File: src/rtl/conv_sequencer.sv
// Loop sequencer for the 4x4-kernel CONV datapath: kernel-load and fMap-stream address/strobe generation.
// Optional cycle counter on out_perf_cycles is built when CONV_SEQ_PERF_EN is defined.
module conv_sequencer #(
    parameter int FMAP_W       = 64,
    parameter int KSIZE        = 4,
    parameter int COLS_PER_CYC = 2,
    parameter int MAX_CH       = 32
) (
    input  logic        clk,
    input  logic        rst_n,
    input  logic        in_start_conv,
    input  logic [2:0]  in_cfg_ci,
    input  logic [2:0]  in_cfg_co,
    input  logic        in_stall,
    output logic        out_knl_load,
    output logic [13:0] out_knl_addr,
    output logic        out_data_valid,
    output logic [16:0] out_fmap_addr,
    output logic [4:0]  out_col_idx,
    output logic [5:0]  out_row_idx,
    output logic [4:0]  out_chnl_idx,
    output logic [4:0]  out_knl_idx,
    output logic        out_first_chnl,
    output logic        out_last_chnl,
    output logic        out_busy,
    output logic        out_end_conv,
    output logic [31:0] out_perf_cycles
);

    localparam int ROW_LAST = FMAP_W - KSIZE;
    localparam int COL_LAST = FMAP_W / COLS_PER_CYC - 1;
    localparam int PLANE    = FMAP_W * FMAP_W;

    typedef enum logic [2:0] {
        S_IDLE,
        S_KLOAD,
        S_STREAM,
        S_DONE,
        S_WAIT_LOW
    } state_t;

    // Config code n selects 8*(n+1) channels, saturating at MAX_CH; returns count-1.
    function automatic logic [4:0] ch_last(input logic [2:0] code);
        int n;
        n = 8 * (int'(code) + 1);
        if (n > MAX_CH) begin
            n = MAX_CH;
        end else begin
            n = n;
        end
        return 5'(n - 1);
    endfunction

    state_t      state_q, state_d;
    logic        h_q, h_d;
    logic [4:0]  col_q, col_d;
    logic [5:0]  row_q, row_d;
    logic [4:0]  chnl_q, chnl_d;
    logic [4:0]  knl_q, knl_d;
    logic [4:0]  ci_last_q, ci_last_d;
    logic [4:0]  co_last_q, co_last_d;
    logic [13:0] knl_addr_q, knl_addr_d;
    logic [16:0] fmap_addr_q, fmap_addr_d;
    logic        knl_load_q, knl_load_d;
    logic        data_valid_q, data_valid_d;
    logic        first_q, first_d;
    logic        last_q, last_d;
    logic        busy_q, busy_d;
    logic        end_q, end_d;
    logic        active_d;
    logic [9:0]  kbase_d;

    // Next-state: loop counters advance one position per unstalled cycle
    always_comb begin
        state_d   = state_q;
        h_d       = h_q;
        col_d     = col_q;
        row_d     = row_q;
        chnl_d    = chnl_q;
        knl_d     = knl_q;
        ci_last_d = ci_last_q;
        co_last_d = co_last_q;
        case (state_q)
            S_IDLE: begin
                if (in_start_conv) begin
                    ci_last_d = ch_last(in_cfg_ci);
                    co_last_d = ch_last(in_cfg_co);
                    h_d       = 1'b0;
                    col_d     = 5'd0;
                    row_d     = 6'd0;
                    chnl_d    = 5'd0;
                    knl_d     = 5'd0;
                    state_d   = S_KLOAD;
                end else begin
                    state_d = S_IDLE;
                end
            end
            S_KLOAD: begin
                if (in_stall) begin
                    state_d = S_KLOAD;
                end else if (!h_q) begin
                    h_d = 1'b1;
                end else begin
                    h_d     = 1'b0;
                    col_d   = 5'd0;
                    row_d   = 6'd0;
                    state_d = S_STREAM;
                end
            end
            S_STREAM: begin
                if (in_stall) begin
                    state_d = S_STREAM;
                end else if (col_q != 5'(COL_LAST)) begin
                    col_d = col_q + 5'd1;
                end else begin
                    col_d = 5'd0;
                    if (row_q != 6'(ROW_LAST)) begin
                        row_d = row_q + 6'd1;
                    end else begin
                        row_d   = 6'd0;
                        state_d = S_KLOAD;
                        if (chnl_q != ci_last_q) begin
                            chnl_d = chnl_q + 5'd1;
                        end else begin
                            chnl_d = 5'd0;
                            if (knl_q != co_last_q) begin
                                knl_d = knl_q + 5'd1;
                            end else begin
                                state_d = S_DONE;
                            end
                        end
                    end
                end
            end
            S_DONE: begin
                state_d = S_WAIT_LOW;
            end
            S_WAIT_LOW: begin
                if (in_start_conv) begin
                    state_d = S_WAIT_LOW;
                end else begin
                    state_d = S_IDLE;
                end
            end
            default: begin
                state_d = S_IDLE;
            end
        endcase
    end

    // Output values for the position being entered, so every output is a flop
    always_comb begin
        active_d     = (state_d == S_KLOAD) || (state_d == S_STREAM);
        kbase_d      = 10'(knl_d) * (10'(ci_last_d) + 10'd1) + 10'(chnl_d);
        knl_addr_d   = {kbase_d, h_d, 3'b000};
        fmap_addr_d  = 17'(chnl_d) * 17'(PLANE) + 17'(row_d) * 17'(FMAP_W)
                     + 17'(col_d) * 17'(COLS_PER_CYC);
        knl_load_d   = (state_d == S_KLOAD);
        data_valid_d = (state_d == S_STREAM);
        first_d      = active_d && (chnl_d == 5'd0);
        last_d       = active_d && (chnl_d == ci_last_d);
        busy_d       = active_d || (state_d == S_DONE);
        end_d        = (state_d == S_DONE);
    end

    // Sequencer state, counters and registered outputs
    always_ff @(posedge clk) begin
        if (!rst_n) begin
            state_q      <= S_IDLE;
            h_q          <= 1'b0;
            col_q        <= 5'd0;
            row_q        <= 6'd0;
            chnl_q       <= 5'd0;
            knl_q        <= 5'd0;
            ci_last_q    <= 5'd0;
            co_last_q    <= 5'd0;
            knl_addr_q   <= 14'd0;
            fmap_addr_q  <= 17'd0;
            knl_load_q   <= 1'b0;
            data_valid_q <= 1'b0;
            first_q      <= 1'b0;
            last_q       <= 1'b0;
            busy_q       <= 1'b0;
            end_q        <= 1'b0;
        end else begin
            state_q      <= state_d;
            h_q          <= h_d;
            col_q        <= col_d;
            row_q        <= row_d;
            chnl_q       <= chnl_d;
            knl_q        <= knl_d;
            ci_last_q    <= ci_last_d;
            co_last_q    <= co_last_d;
            knl_addr_q   <= knl_addr_d;
            fmap_addr_q  <= fmap_addr_d;
            knl_load_q   <= knl_load_d;
            data_valid_q <= data_valid_d;
            first_q      <= first_d;
            last_q       <= last_d;
            busy_q       <= busy_d;
            end_q        <= end_d;
        end
    end

    // A stalled cycle must not be consumed downstream, hence the combinational mask
    assign out_knl_load   = knl_load_q & ~in_stall;
    assign out_data_valid = data_valid_q & ~in_stall;
    assign out_knl_addr   = knl_addr_q;
    assign out_fmap_addr  = fmap_addr_q;
    assign out_col_idx    = col_q;
    assign out_row_idx    = row_q;
    assign out_chnl_idx   = chnl_q;
    assign out_knl_idx    = knl_q;
    assign out_first_chnl = first_q;
    assign out_last_chnl  = last_q;
    assign out_busy       = busy_q;
    assign out_end_conv   = end_q;

`ifdef CONV_SEQ_PERF_EN
    logic [31:0] perf_q;

    // Busy-cycle counter, stalls included; held after completion
    always_ff @(posedge clk) begin
        if (!rst_n) begin
            perf_q <= 32'd0;
        end else if ((state_q == S_IDLE) && in_start_conv) begin
            perf_q <= 32'd0;
        end else if (busy_q) begin
            perf_q <= perf_q + 32'd1;
        end else begin
            perf_q <= perf_q;
        end
    end

    assign out_perf_cycles = perf_q;
`else
    assign out_perf_cycles = 32'd0;
`endif

endmodule

File: config.mk
export PLATFORM = sky130hd
export DESIGN_NAME = conv_sequencer
export DESIGN_NICKNAME = d
export VERILOG_FILES = /design/src/rtl/conv_sequencer.sv
export SDC_FILE = /design/constraint.sdc
export NUM_CORES = 1
export LEC_CHECK = 0
export ABC_AREA = 1
export BUFFER_PORTS_ARGS = -buffer_cell sky130_fd_sc_hd__clkbuf_2
export CAP_MARGIN = 20
export CORE_MARGIN = 5
export CORE_UTILIZATION = 40
export CTS_BUF_LIST = sky130_fd_sc_hd__clkbuf_16
export DETAILED_ROUTE_END_ITERATION = 10
export PLACE_DENSITY_LB_ADDON = 0.15
export SLEW_MARGIN = 20
export SYNTH_ARGS = -nofsm -noshare
export SYNTH_HDL_FRONTEND = slang
export SYNTH_SLANG_ARGS = --single-unit
File: constraint.sdc
create_clock -name clk -period 9.19 [get_ports clk]
set_clock_uncertainty 0.1 [all_clocks]
set_input_delay 2.2975 -clock clk [delete_from_list [all_inputs] [get_ports clk]]
set_output_delay 2.2975 -clock clk [all_outputs]
set_load 0.005 [all_outputs]
== Yosys cells after proc, flatten, opt, wreduce, memory -nomap -nowiden ==
Index checks and enable logic that the tools add are counted.
Storage, ports and cells
  bits in registers: 72
  input port bits: 10
  output and inout bits: 90
  logic and storage cells: 102
Cells by class
  add/subtract/negate cells: 12
  multiply operators: 1
  order comparisons: 2
  equality and inequality tests: 12
  mux-type cells: 48
  bitwise operators: 3
  reduce and logical (&&, ||, !) cells: 7
Operator list (number)
  2-to-1 mux 5 bit: 24
  2-to-1 mux 6 bit: 6
  one-hot mux 5 bit (2 select lines): 2
  2-to-1 mux 3 bit: 6
  one-hot mux 6 bit (3 select lines): 1
  adder 17 x 12 -> 17 bit: 1
  adder 17 x 6 -> 17 bit: 1
  adder 5 x 1 -> 5 bit, second input constant: 3
  one-hot mux 3 bit (5 select lines): 1
  one-hot mux 5 bit (3 select lines): 1
  greater-than comparator 7 x 6 -> 1 bit, second input constant: 2
  equality test 3 x 2 -> 1 bit, second input constant: 4
  adder 10 x 5 -> 10 bit: 1
  multiplier 5 x 6 -> 10 bit: 1
  != test 5 bit: 2
  subtractor 5 x 2 -> 5 bit, second input constant: 2
  adder 3 x 1 -> 4 bit, second input constant: 2
  adder 5 x 1 -> 6 bit, second input constant: 1
  adder 6 x 1 -> 6 bit, second input constant: 1
  equality test 3 x 1 -> 1 bit, second input constant: 2
  != test 6 bit, second input constant: 1
  equality test 5 bit: 1
  logical NOT 5 bit: 1
  != test 5 bit, second input constant: 1
  10 further kinds: 17

== Longest topological paths before layout ==
  depth in word-level cells: 11
  depth in mapped cells: 31
  depth with buffers taken out: 31

== Worst setup path after synthesis ==
OpenSTA, ideal clock, no wires.
  kind: input to register
  start point: input port in_cfg_ci[0]
  end point: register knl_addr_q[12], in the netlist out_knl_addr[12]
  library setup time: 0.070 ns
  arrival time: 6.085 ns
  data required time: 9.020 ns
  setup slack: 2.935 ns
  cell stages on the path: 22
  path buffers: 0
  cell sequence: ha_1 > a21oi_1 > nor2_1 > nand2_1 > nand2_1 > nor2_1 > xor2_2 > nor2_1 > fa_1 > inv_1 > fa_1 > fa_1 > inv_1 > ha_1 > a21o_1 > a21oi_1 > nor2_1 > nor2_1 > nor2_1 > nor2_1 > o21ai_0 > a21oi_1
Between the ends
  longest elaborated chain between the ends: 11
Ends and longest elaborated chain
  start: declaration: RTL line 12  | input logic [2:0] in_cfg_ci,
  adder 3 x 1 -> 4 bit *: RTL line 45  | n = 8 * (int'(code) + 1);
  greater-than comparator 7 x 6 -> 1 bit: RTL line 46  | if (n > MAX_CH) begin
  2-to-1 mux 5 bit *: RTL line 46
  2-to-1 mux 5 bit *: RTL line 85  | if (in_start_conv) begin
  2-to-1 mux 5 bit *: RTL line 83  | case (state_q)
  subtractor 5 x 2 -> 5 bit *: RTL line 51  | return 5'(n - 1);
  2-to-1 mux 5 bit *: RTL line 85
  2-to-1 mux 5 bit *: RTL line 83
  adder 5 x 1 -> 6 bit *: RTL line 154  | kbase_d = 10'(knl_d) * (10'(ci_last_d) + 10'd1) + 10'(chnl_d);
  multiplier 5 x 6 -> 10 bit *: RTL line 154
  adder 10 x 5 -> 10 bit *: RTL line 154
  end signal: assignment: RTL line 194  | knl_addr_q <= knl_addr_d;
  end: declaration: RTL line 62  | logic [13:0] knl_addr_q, knl_addr_d;
Mark *: on every way between the ends. The rest lies on a longest branch, timed or not. The select of a mux whose other input is x is not followed.
A chain may end at the register's enable or synchronous reset.

== Worst setup path in the final report ==
Ends and elaborated chain as after synthesis.

==> results_dict.tcl <==
set metrics [dict create \
    drive_gt1_frac 0.203 \
    status "finished clean" \
    grt_max_degree 20 \
    syn2layout_area_growth_pct 8.28 \
    seq_area_frac_synth 0.242 \
    report.final.slew_viol_count 0 \
    synth_seq_cells 49 \
    cts_hold_buf 0 \
    clockRootBuffer "clkbuf_16" \
    startpoint_type "primary input" \
    grt_use_met3 0.0312 \
    pwr-share-seq 0.463 \
    die_width_microns 111 \
    slew_headroom 0.640 \
    r2r_slack_ps 3890 \
    coreArea_sq_mm 0.00982 \
    syn-cell-area_sq_mm 0.00405 \
    dpl.cell_count 740 \
    hold_viol 0 \
    max_freq_ghz 0.156 \
    ff2ff_path_depth 30 \
    portBuffers 63 \
    synth.avg_cell_area_sq_um 7.15 \
    vdd_drop_max_mv 0.0809 \
    globalplace.congestion 0.896 \
    final_nets 667 \
    grt.met1_usage 0.192 \
    clock_path_buffers 2 \
    comb_power_share 0.156 \
    place_area_sq_mm 0.00424 \
    dp_hpwl_microns 7870 \
    grt_overflow 0 \
    power_switching_uw 139 \
    internal_power_uw 340 \
    cp-end-kind "flip-flop" \
    preCtsSetupSlack_ps 2490 \
    grt_use_total 0.158 \
    path_max_fanout 5 \
    final_core_util 0.447 \
    layout_setup_ws_ps 2780 \
    dieArea_sq_mm 0.0122 \
    wirelength_microns 9560 \
    fin_crit_ps 6410 \
    crit_path_end "out_knl_addr[12]" \
    drc_errors 0 \
    crit_start "in_cfg_ci[0]" \
    n_fill_cell 1069 \
    dr.pass1.iters 4 \
    worstPathArrival_ps 6530 \
    sw_frac_of_total 0.290 \
    synthCells 567 \
    h-tree-depth 2 \
    viasPerCell 4.71 \
    grt_pass1_wl_microns 16400 \
    wire_per_inst_microns 12.8 \
    pin_count 100 \
    cts_setup_buffers 0 \
    p_clk_frac 0.381 \
    drt-initial-drc-count 133 \
    grt.busiest_layer "met2" \
    synth_ff_type "dfxtp_1" \
    core.rowCount 36 \
    yosysWarnings 0 \
    cts_inserted_buffers 5 \
    antenna_left 0 \
    vias 3524 \
    p_total_uw 478 \
    setup_violations 0 \
    min_period_over_period 0.698 \
    final_cells 748 \
    fin_tns_setup_ps 0 \
    critical_path_required_ps 9310 \
    holdWs_ps 387 \
    power_density_mw_per_mm2 109 \
    synth_edf_count 0 \
    cts_tree "built" \
    worstMarginPinSlew_ps 539 \
    synthArstFlopShare 0 \
    grt_pass1_vias 3424 \
    max_cap_viol_count 0 \
    grtUsageMet2 0.289 \
    die_y_microns 111 \
    worst-setup-path-type "in2reg" \
    cts.clk_slew.worst_paths_ps 60 \
    clock_sinks 49 \
    grt_antenna_before_repair 0 \
    fin_area_sq_mm 0.00439 \
    crit-reg2reg-capture "out_knl_addr[13]" \
    min_path_type "reg2reg" \
    ys_types 45 \
    clock_latency_ps 280 \
    p_leak_nw 2.31 \
    regToRegStartpoint "out_col_idx[0]" \
    initial_utilization 0.413 \
    diodes 0 \
    worstHoldStart "co_last_q[4]" \
    rsz0062_at_grt "no" \
    ctsResizeCount 0 \
]
-- flip-flops by register name (all words and copies together), names as in the netlist, 2 cells and up --
name and flops:
co_last_q 3, out_col_idx 4, ci_last_q 5, state_q 3, out_fmap_addr 2, out_chnl_idx 5, out_knl_addr 11, out_row_idx 5
out_knl_idx 5
-- power by group through the flow --
| stage | Sequential [mW] | Clock [mW] | Combinational (mW) |
|---|---|---|---|
| 5_1_grt | 0.222 | 0.200 | 0.0841 |
| 6_report | 0.222 | 0.182 | 0.0745 |
| 4_1_cts | 0.222 | 0.190 | 0.0747 |
| 2_1_floorplan | 0.226 | 0 | 0.0668 |
| 3_3_place_gp | 0.226 | 0 | 0.0741 |
| 3_5_place_dp | 0.227 | 0 | 0.0744 |
-- cell usage in the layout (no fill, tap or decap), types with 2 or more instances in the layout --
| master | n |
|---|---|
| dfxtp_1 | 49 |
| nand3_2 | 2 |
| clkbuf_2 | 63 |
| nor3_1 | 11 |
| a211oi_1 | 4 |
| xnor2_1 | 3 |
| a21oi_1 | 30 |
| o211ai_1 | 2 |
| nand2_2 | 8 |
| nand3_1 | 24 |
| clkbuf_16 | 5 |
| conb_1 | 36 |
| clkinv_1 | 2 |
| nand2_1 | 101 |
| nor2_1 | 64 |
| ha_1 | 27 |
| o21ai_1 | 2 |
| nand2_4 | 3 |
| nor2_2 | 6 |
| fa_1 | 16 |
| nor2_4 | 5 |
| inv_2 | 20 |
| xor2_1 | 4 |
| inv_1 | 76 |
| nand3b_1 | 2 |
| nand4_1 | 8 |
| o21ai_0 | 18 |
| o21ai_2 | 4 |
-- layer usage --
| metal | vias up | part of all wire |
|---|---|---|
| met5 | - | 0 |
| met4 | 0 | 0.0086 |
| met2 | 98 | 0.52 |
| li1 | 1784 | - |
| met3 | 7 | 0.058 |
| met1 | 1635 | 0.42 |
-- critical path: stages --
cell and delay (ps):
clkbuf_2 110, ha_1 200, a21oi_1 280, nor2_1 70, nand2_1 70, nand2_1 120, nor2_1 210, xor2_2 230
nor2_1 90, fa_1 500, inv_1 50, fa_1 480, fa_1 550, inv_1 40, ha_1 330, a21o_1 190
a21oi_1 190, nor2_1 60, nor2_1 80, nor2_1 40, nor2_1 110, o21ai_0 80, a21oi_1 120
-- synthesized netlist by cell type, types with 11 or more instances --
cell type | count | area (sq um)
nor3_1 | 11 | 55.1
o21ai_0 | 18 | 90.1
nor2_1 | 64 | 240
a21oi_1 | 30 | 150
nand3_1 | 24 | 120
ha_1 | 27 | 338
fa_1 | 16 | 320
inv_1 | 76 | 285
dfxtp_1 | 49 | 981
buf_4 | 55 | 413
nand2_1 | 101 | 379
inv_2 | 20 | 75.1
-- cell families (layout without fill, tap and decap cells) --
kind of cell / count (synthesis) / after routing / synth area share
simple gates: 243 / 243 / 0.283
fa+ha+maj: 43 / 43 / 0.162
flops: 49 / 49 / 0.242
xor+xnor: 8 / 8 / 0.0191
other cells: 1 / 36 / 0.000926
buf+inv: 157 / 170 / 0.197
compound gates: 66 / 66 / 0.0957
-- area by class of cell --
type	count	area, sq um	share of cell area
Multi-Input combinational cell	396	2400	0.548
Sequential cell	49	981	0.224
Inverter	98	370	0.0844
Timing Repair Buffer	64	323	0.0736
Tap cell	133	166	0.0379
Clock buffer	5	125	0.0285
Clock inverter	3	17.5	0.00399
-- worst min-delay path by stage --
| stage | cells past startpoint | to | slack [ps] |
|---|---|---|---|
| 6_report | 2 | co_last_q[4] | 390 |
| 5_1_grt | 2 | co_last_q[4] | 420 |
| 4_1_cts | 2 | co_last_q[4] | 390 |
| 3_5_place_dp | 2 | co_last_q[4] | 380 |
| 3_3_place_gp | 2 | co_last_q[3] | 370 |
| 2_1_floorplan | 2 | co_last_q[3] | 350 |
No activity file was read; power rests on OpenSTA's default activity.
